==> config.mk <==
export PLATFORM = sky130hd
export DESIGN_NAME = adder32
export DESIGN_NICKNAME = d
export VERILOG_FILES = /design/src/rtl/sail_pkg.sv /design/src/rtl/adder_cla4.sv /design/src/rtl/adder32.sv
export SDC_FILE = /design/constraint.sdc
export NUM_CORES = 1
export LEC_CHECK = 0
export CORE_UTILIZATION = 25
export CTS_CLUSTER_DIAMETER = 50
export CTS_CLUSTER_SIZE = 25
export DETAILED_ROUTE_END_ITERATION = 6
export SKIP_CTS_REPAIR_TIMING = 1
export SLEW_MARGIN = 0
export SYNTH_ARGS = -nofsm -noshare
export SYNTH_HDL_FRONTEND = slang
export SYNTH_HIERARCHICAL = 1
export SYNTH_SLANG_ARGS = --single-unit
==> constraint.sdc <==
create_clock -name clk -period 4.8 [get_ports clk]
set_input_delay 0.72 -clock clk [delete_from_list [all_inputs] [get_ports clk]]
set_output_delay 0.72 -clock clk [all_outputs]
set_load 0.03 [all_outputs]
==> src/rtl/sail_pkg.sv <==
// Constants shared across sail-core blocks.
package sail_pkg;

  localparam int unsigned XLEN = 32;

endpackage : sail_pkg

==> src/rtl/adder_cla4.sv <==
// 4-bit carry-lookahead slice. Exposes group generate/propagate so that a
// second-level lookahead unit can compute each slice's carry-in.
module adder_cla4 (
  input  logic [3:0] a,
  input  logic [3:0] b,
  input  logic       cin,
  output logic [3:0] sum,
  output logic       g,
  output logic       p
);

  logic [3:0] bit_g;
  logic [3:0] bit_p;
  logic [3:0] carry;

  assign bit_g = a & b;
  assign bit_p = a ^ b;

  // Fully expanded lookahead terms; no bit-to-bit ripple inside the slice.
  assign carry[0] = cin;
  assign carry[1] = bit_g[0]
                  | (bit_p[0] & cin);
  assign carry[2] = bit_g[1]
                  | (bit_p[1] & bit_g[0])
                  | (bit_p[1] & bit_p[0] & cin);
  assign carry[3] = bit_g[2]
                  | (bit_p[2] & bit_g[1])
                  | (bit_p[2] & bit_p[1] & bit_g[0])
                  | (bit_p[2] & bit_p[1] & bit_p[0] & cin);

  assign sum = bit_p ^ carry;

  assign g = bit_g[3]
           | (bit_p[3] & bit_g[2])
           | (bit_p[3] & bit_p[2] & bit_g[1])
           | (bit_p[3] & bit_p[2] & bit_p[1] & bit_g[0]);
  assign p = &bit_p;

endmodule : adder_cla4

==> src/rtl/adder32.sv <==
// Registered modulo-2^WIDTH adder for the PC+4 / branch-target paths.
// Two-level carry lookahead: 4-bit CLA slices plus a slice-carry unit.
module adder32
  import sail_pkg::*;
#(
  parameter int unsigned WIDTH = XLEN  // must be a multiple of 4
) (
  input  logic             clk,
  input  logic             rst,
  input  logic [WIDTH-1:0] input1,
  input  logic [WIDTH-1:0] input2,
  output logic [WIDTH-1:0] out
);

  localparam int unsigned NS = WIDTH / 4;

  logic [NS-1:0]    grp_g;
  logic [NS-1:0]    grp_p;
  logic [NS-1:0]    slice_cin;
  logic [WIDTH-1:0] sum_w;
  logic             term;

  genvar s;
  generate
    for (s = 0; s < NS; s++) begin : g_slice
      adder_cla4 u_cla4 (
        .a   (input1[4*s +: 4]),
        .b   (input2[4*s +: 4]),
        .cin (slice_cin[s]),
        .sum (sum_w[4*s +: 4]),
        .g   (grp_g[s]),
        .p   (grp_p[s])
      );
    end
  endgenerate

  // Each slice carry is a flat sum of products over lower-slice (G,P);
  // carry-in to slice 0 is 0 and the final carry-out is dropped.
  always_comb begin
    slice_cin = '0;
    term      = 1'b0;
    for (int unsigned i = 1; i < NS; i++) begin
      for (int unsigned j = 0; j < i; j++) begin
        term = grp_g[j];
        for (int unsigned k = j + 1; k < i; k++) begin
          term = term & grp_p[k];
        end
        slice_cin[i] = slice_cin[i] | term;
      end
    end
  end

  always_ff @(posedge clk) begin
    if (rst) begin
      out <= '0;
    end else begin
      out <= sum_w;
    end
  end

endmodule : adder32

* After elaboration in Yosys (flattened, before gate mapping)
Cells that the tools add are included.
** Word-level totals
- Flip-flop bits (word level) :: 32
- Input port bits :: 66
- Output and inout port bits :: 32
- Logic and storage cells :: 241
** Cells by class
- Bitwise operators :: 234
- Reductions and logical operators :: 6
** Operators by type and width (number)
- 1-bit AND :: 123
- 1-bit bitwise OR :: 87
- 4-bit bitwise XOR :: 16
- 4-bit AND :: 7
- 4-bit AND reduction :: 6
- 3-bit AND :: 1

* Depth between registers and ports, before layout
- Depth in word-level cells :: 20
- Gate-level depth with buffers :: 12
- Depth with buffers taken out :: 12

* By module
The synthesis kept the hierarchy.
** Modules (own cells, without submodules)
- adder_cla4 :: instances 8, cells each 22, area each 182.7 um^2, seq. area each 0.0 um^2
- adder32 :: instances 1, cells each 78, area each 928.4 um^2, seq. area each 640.6 um^2

* Worst setup path before layout
OpenSTA, ideal clock, no wires.
- Path kind :: input-to-reg
- Start :: input input1[2]
- End :: register out[28]
- Arrival time :: 2.779 ns
- Required time :: 4.734 ns
- Path slack :: 1.955 ns
- Cell stages on the path :: 12
- Path through :: ha_1 -> a21oi_1 -> nand2_1 -> a21o_1 -> a21o_1 -> nand4_1 -> nand3_2 -> a31o_1 -> inv_1 -> fa_1 -> inv_1 -> nor2b_1
** On the way
- Cells in the longest elaborated chain, start to end :: 18
** RTL lines
- start: declaration :: RTL line adder32.sv:10 : input logic [WIDTH-1:0] input1,
- 4-bit AND or 4-bit bitwise XOR (tied branches) :: RTL line adder_cla4.sv:16, adder_cla4.sv:17
- 1-bit AND, on equally long branches :: RTL line adder_cla4.sv:34, adder_cla4.sv:35, adder_cla4.sv:36
- 1-bit bitwise OR (tied with other cells) :: RTL line adder_cla4.sv:34 : | (bit_p[3] & bit_g[2])
- 1-bit bitwise OR or 1-bit AND (tied branches) :: RTL line adder_cla4.sv:35, adder_cla4.sv:36
- 1-bit bitwise OR * :: RTL line adder_cla4.sv:36 : | (bit_p[3] & bit_p[2] & bit_p[1] & bit_g[0]);
- net grp_g[0] :: RTL line adder32.sv:17 : logic [NS-1:0] grp_g;
- 1-bit AND * (6 in a row) :: RTL line adder32.sv:46 : term = term & grp_p[k];
- 1-bit bitwise OR * (6 in a row) :: RTL line adder32.sv:48 : slice_cin[i] = slice_cin[i] | term;
- net slice_cin[7] :: RTL line adder32.sv:19 : logic [NS-1:0] slice_cin;
- 4-bit bitwise XOR * :: RTL line adder_cla4.sv:31 : assign sum = bit_p ^ carry;
- net sum_w[28] :: RTL line adder32.sv:20 : logic [WIDTH-1:0] sum_w;
- end signal: assignment :: RTL line adder32.sv:57 : out <= sum_w;
- end: declaration :: RTL line adder32.sv:12 : output logic [WIDTH-1:0] out
The timed path passes the listed nets; every way through them passes the cells marked *.
A chain may end at the register's enable or synchronous reset.

* Worst setup path in the final report
Same ends and word-level chain as after synthesis.

==> out/qor.yml <==
status: "finished, final reports clean"
largest_reg_flops: 32
start_util_pct: 25.6
power.total_mw: 0.951
start_kind: "primary input"
p_per_area_nw_per_um2: 267
largestRegisters: "out (32)"
clk_path_buf_depth: 2
final_cell_mix: "clkdlybuf4s50_1, ha_1, nor2b_1, inv_1, dfxtp_1"
grt_max_degree: 33
cts.sinks: 32
top_layer: "met4"
die_x_um: 99.1
ios: 98
dieArea_um2: 9830
die_y_um: 99.1
route.met3.wl_um: 355
overflow: 0
synth_cells: 250
core_um2: 9200
drt_iter0_drc: 46
required_ns: 5.02
finalSetupViolCount: 0
dr.pass1.iters: 4
p_leak_nw: 1.66
cp-endpoint: "out[28]$_SDFF_PP0_"
multiInputGateArea_um2: 1590
drc: 0
vias: 2017
routed-wl-met2_mm: 2.61
htree_levels: 2
clockRootBuffer: "clkbuf_8"
antenna_found_initial: 0
grt_usage_pct: 11.3
yosysWarnings: 6
layout_commonest_cell: "clkdlybuf4s50_1"
rsz0062_at_grt: "no"
startpoint: "input1[2]"
cp_max_fo: 5
post-dp-hpwl_mm: 4.46
nFillCells: 945
min_path_type: "primary input to register"
regMostFlops: "out"
areaGrowthSynthToFinish_pct: 51.1
avgSynthCellArea_um2: 9.43
clk_pin_slew_ns: 0.07
whs_ns: 1.25
wl_mm: 5.35
vias_per_cell: 4.33
ff_latch_area_um2: 641
wire_per_inst_um: 11.5
io_buffers: 97
numCtsBuffers: 5
worstSetupPathType: "primary input to register"
cts_tree: "built"
n_antenna_cell: 0
max_freq_ghz: 0.313
drive_gt1_share_pct: 6.76
netlist_area_um2: 2360
fin_crit_sh_pct: 66.5
antenna_left: 0
crit_arrival_ns: 3.41
grt_pass1_vias: 2008
setup.worst_path.end_class: "register"
drv_cap: 0
grt_pass1_wl_mm: 8.89
fin_crit_ns: 3.19
place_congestion: 0.792
setup_tns_ns: 0
ir_worst_vdd_mv: 0.0965
std_cell_rows: 35
finalHoldViolCount: 0
drv_slew: 0
wl_met1_mm: 2.32
nNetsFinal: 468
## worst min path at each step
stage,startpoint,end,slack [ns],depth (start not counted)
floorplan,rst,out[20]$_SDFF_PP0_,0.79,1
finish,input2[31],out[31]$_SDFF_PP0_,1.25,4
global route,rst,out[4]$_SDFF_PP0_,1.29,3
CTS,input2[31],out[31]$_SDFF_PP0_,1.25,4
global placement,input2[31],out[31]$_SDFF_PP0_,1.54,4
detailed placement,rst,out[4]$_SDFF_PP0_,1.55,3
## where the power goes
part           switching, mW  leakage [nW]  internal, mW
Combinational          0.205          1.35         0.213
Clock                  0.105        0.0510         0.115
Sequential            0.0105         0.267         0.303
## worst max-delay path: stages
cell and delay [ns]:
clkdlybuf4s50_1 0.41, ha_1 0.35, a21oi_1 0.22, nand2_1 0.08, a21o_1 0.22, a21o_1 0.24, nand4_1 0.12, nand3_2 0.13
a31o_1 0.28, inv_1 0.07, fa_1 0.41, inv_1 0.06, nor2b_1 0.10
## stage by stage
step	util, %	setup slack, ns	std cells	area, um2
6_report	38.8	1.61	466	3560
5_1_grt	38.8	1.42	466	3560
3_3_place_gp	37.8	1.38	458	3470
3_5_place_dp	37.8	1.29	458	3470
2_1_floorplan	-	1.96	252	2370
4_1_cts	38.8	1.60	466	3560
## area by class of cell
type / instances / area share (%)
multi-input cells: 185 / 44.7
repair buffers: 98 / 27.4
flip-flops and latches: 32 / 18.0
well taps: 111 / 3.90
inverters: 32 / 3.37
clock buffers: 6 / 2.32
clock inverters: 2 / 0.281
## per-layer routing
| layer | vias to the layer above | track usage [%] |
|---|---|---|
| met3 | 5 | 3.16 |
| li1 | 1048 | - |
| met5 | - | 0 |
| met2 | 55 | 19.7 |
| met4 | 0 | 3.73 |
| met1 | 909 | 13.4 |
(Power assumes the default switching activity.)
==> variant, RTL diff (same settings) <==
Change the package constant `XLEN` from 32 to 16.
--- a/src/rtl/sail_pkg.sv
+++ b/src/rtl/sail_pkg.sv
@@ -1,7 +1,7 @@
 // Constants shared across sail-core blocks.
 package sail_pkg;
 
-  localparam int unsigned XLEN = 32;
+  localparam int unsigned XLEN = 16;
 
 endpackage : sail_pkg
 
Ports: changed (resized input1, input2 and out); port bits go from 98 to 50. No check against the original RTL was run, so the function may have changed too.
==> variant against the original RTL <==
Count of clock-buffer cells in the layout is 3 lower. Routed wire length is 60% lower. Via count is 54% lower. Die area is 50% lower. Non-clock buffer count is 49 lower. Sequential cell count is 16 lower. Clock power is 55% lower. Worst setup slack better by 340 ps. Fmax is 12% higher. Cell area is 51% lower. Area after synthesis is 51% lower. Total power is 52% lower. Critical endpoint is now out[12]$_SDFF_PP0_.
==> variant: results (changes against the original RTL) <==
crit_path_top_delay_cell: "clkdlybuf4s50_1"
grt_pass1_vias: 885  # -56%
signal_buffers: 49  # -50%
cts_max_level: 1  # -1
syn_inst: 120  # -52%
dpl-instance-area_um2: 1700  # -51%
status: "completed"
cts_buffer_depth: 2  # unchanged
clock_tree.root_cell: "clkbuf_8"
reg_top3: "out: 16 flops"
multi_input_gates: 89  # -52%
io_buffers: 49  # -49%
placed_cells: 222  # -52%
cp_data_arrival_time_ps: 3030  # -380 ps
core.rowCount: 24  # -31%
hpwl_mm: 1.86  # -58%
grt_antenna_before_repair: 0  # unchanged
wl_mm: 2.16  # -60%
peakVddDrop_uv: 75.0  # -22%
path_max_fanout: 4  # -1
drt-initial-drc-count: 26  # -43%
ff_latch_area_um2: 320  # -50%
areaGrowthSynthToFinish_pct: 51.5
gp_congestion: 0.732  # -7.6%
p_leak_uw: 0.000816  # -51%
grt_pass1_wl_mm: 3.71  # -58%
bufAreaShareNonClock: 0.281  # +0.00652
final-clk-cell-share: 0.0237  # -0.00232
clkbuf_count: 3  # -3
n_antenna_cell: 0  # unchanged
grt_max_degree: 17  # -48%
routed_via_density: 4.12  # -4.7%
inverters_excl_clock: 16  # -50%
track_usage: 0.0928  # -0.0204
multi_input_area_um2: 768  # -52%
critical-path-max-stage-delay_ps: 410  # about the same
fin_cells: 225  # -52%
drive_above_1_share: 0.0520  # -0.0156
n_fill_cell: 435  # -54%
numCtsBuffers: 3  # -2
cts.sinks: 16  # -50%
[variant: report_power, final]
| group | switching [µW] | internal [µW] |
|---|---|---|
| Sequential | 4.61 | 151 |
| Combinational | 95.4 | 103 |
| Clock | 43.4 | 55.6 |
| Total | 143 | 310 |
[variant: worst paths after layout]
path | cells past startpoint | from | slack, ps | to
setup / recovery | 11 | input1[2] | 1950 | out[12]$_SDFF_PP0_
hold / removal | 4 | input2[15] | 1310 | out[15]$_SDFF_PP0_
[variant: stage by stage]
| step | power, µW | worst slack (ps) |
|---|---|---|
| floorplan | 281 | 2240 |
| global placement | 357 | 1710 |
| finish | 454 | 1950 |
| global route | 485 | 1810 |
| detailed placement | 360 | 1680 |
| CTS | 462 | 1940 |
[variant: layer usage]
| metal | GRT usage | vias up | routed length, µm |
|---|---|---|---|
| li1 | - | 504 | - |
| met1 | 0.115 | 390 | 1010 |
| met2 | 0.157 | 30 | 984 |
| met3 | 0.0173 | 4 | 131 |
| met4 | 0.0400 | 0 | 29 |
| met5 | 0 | - | 0 |
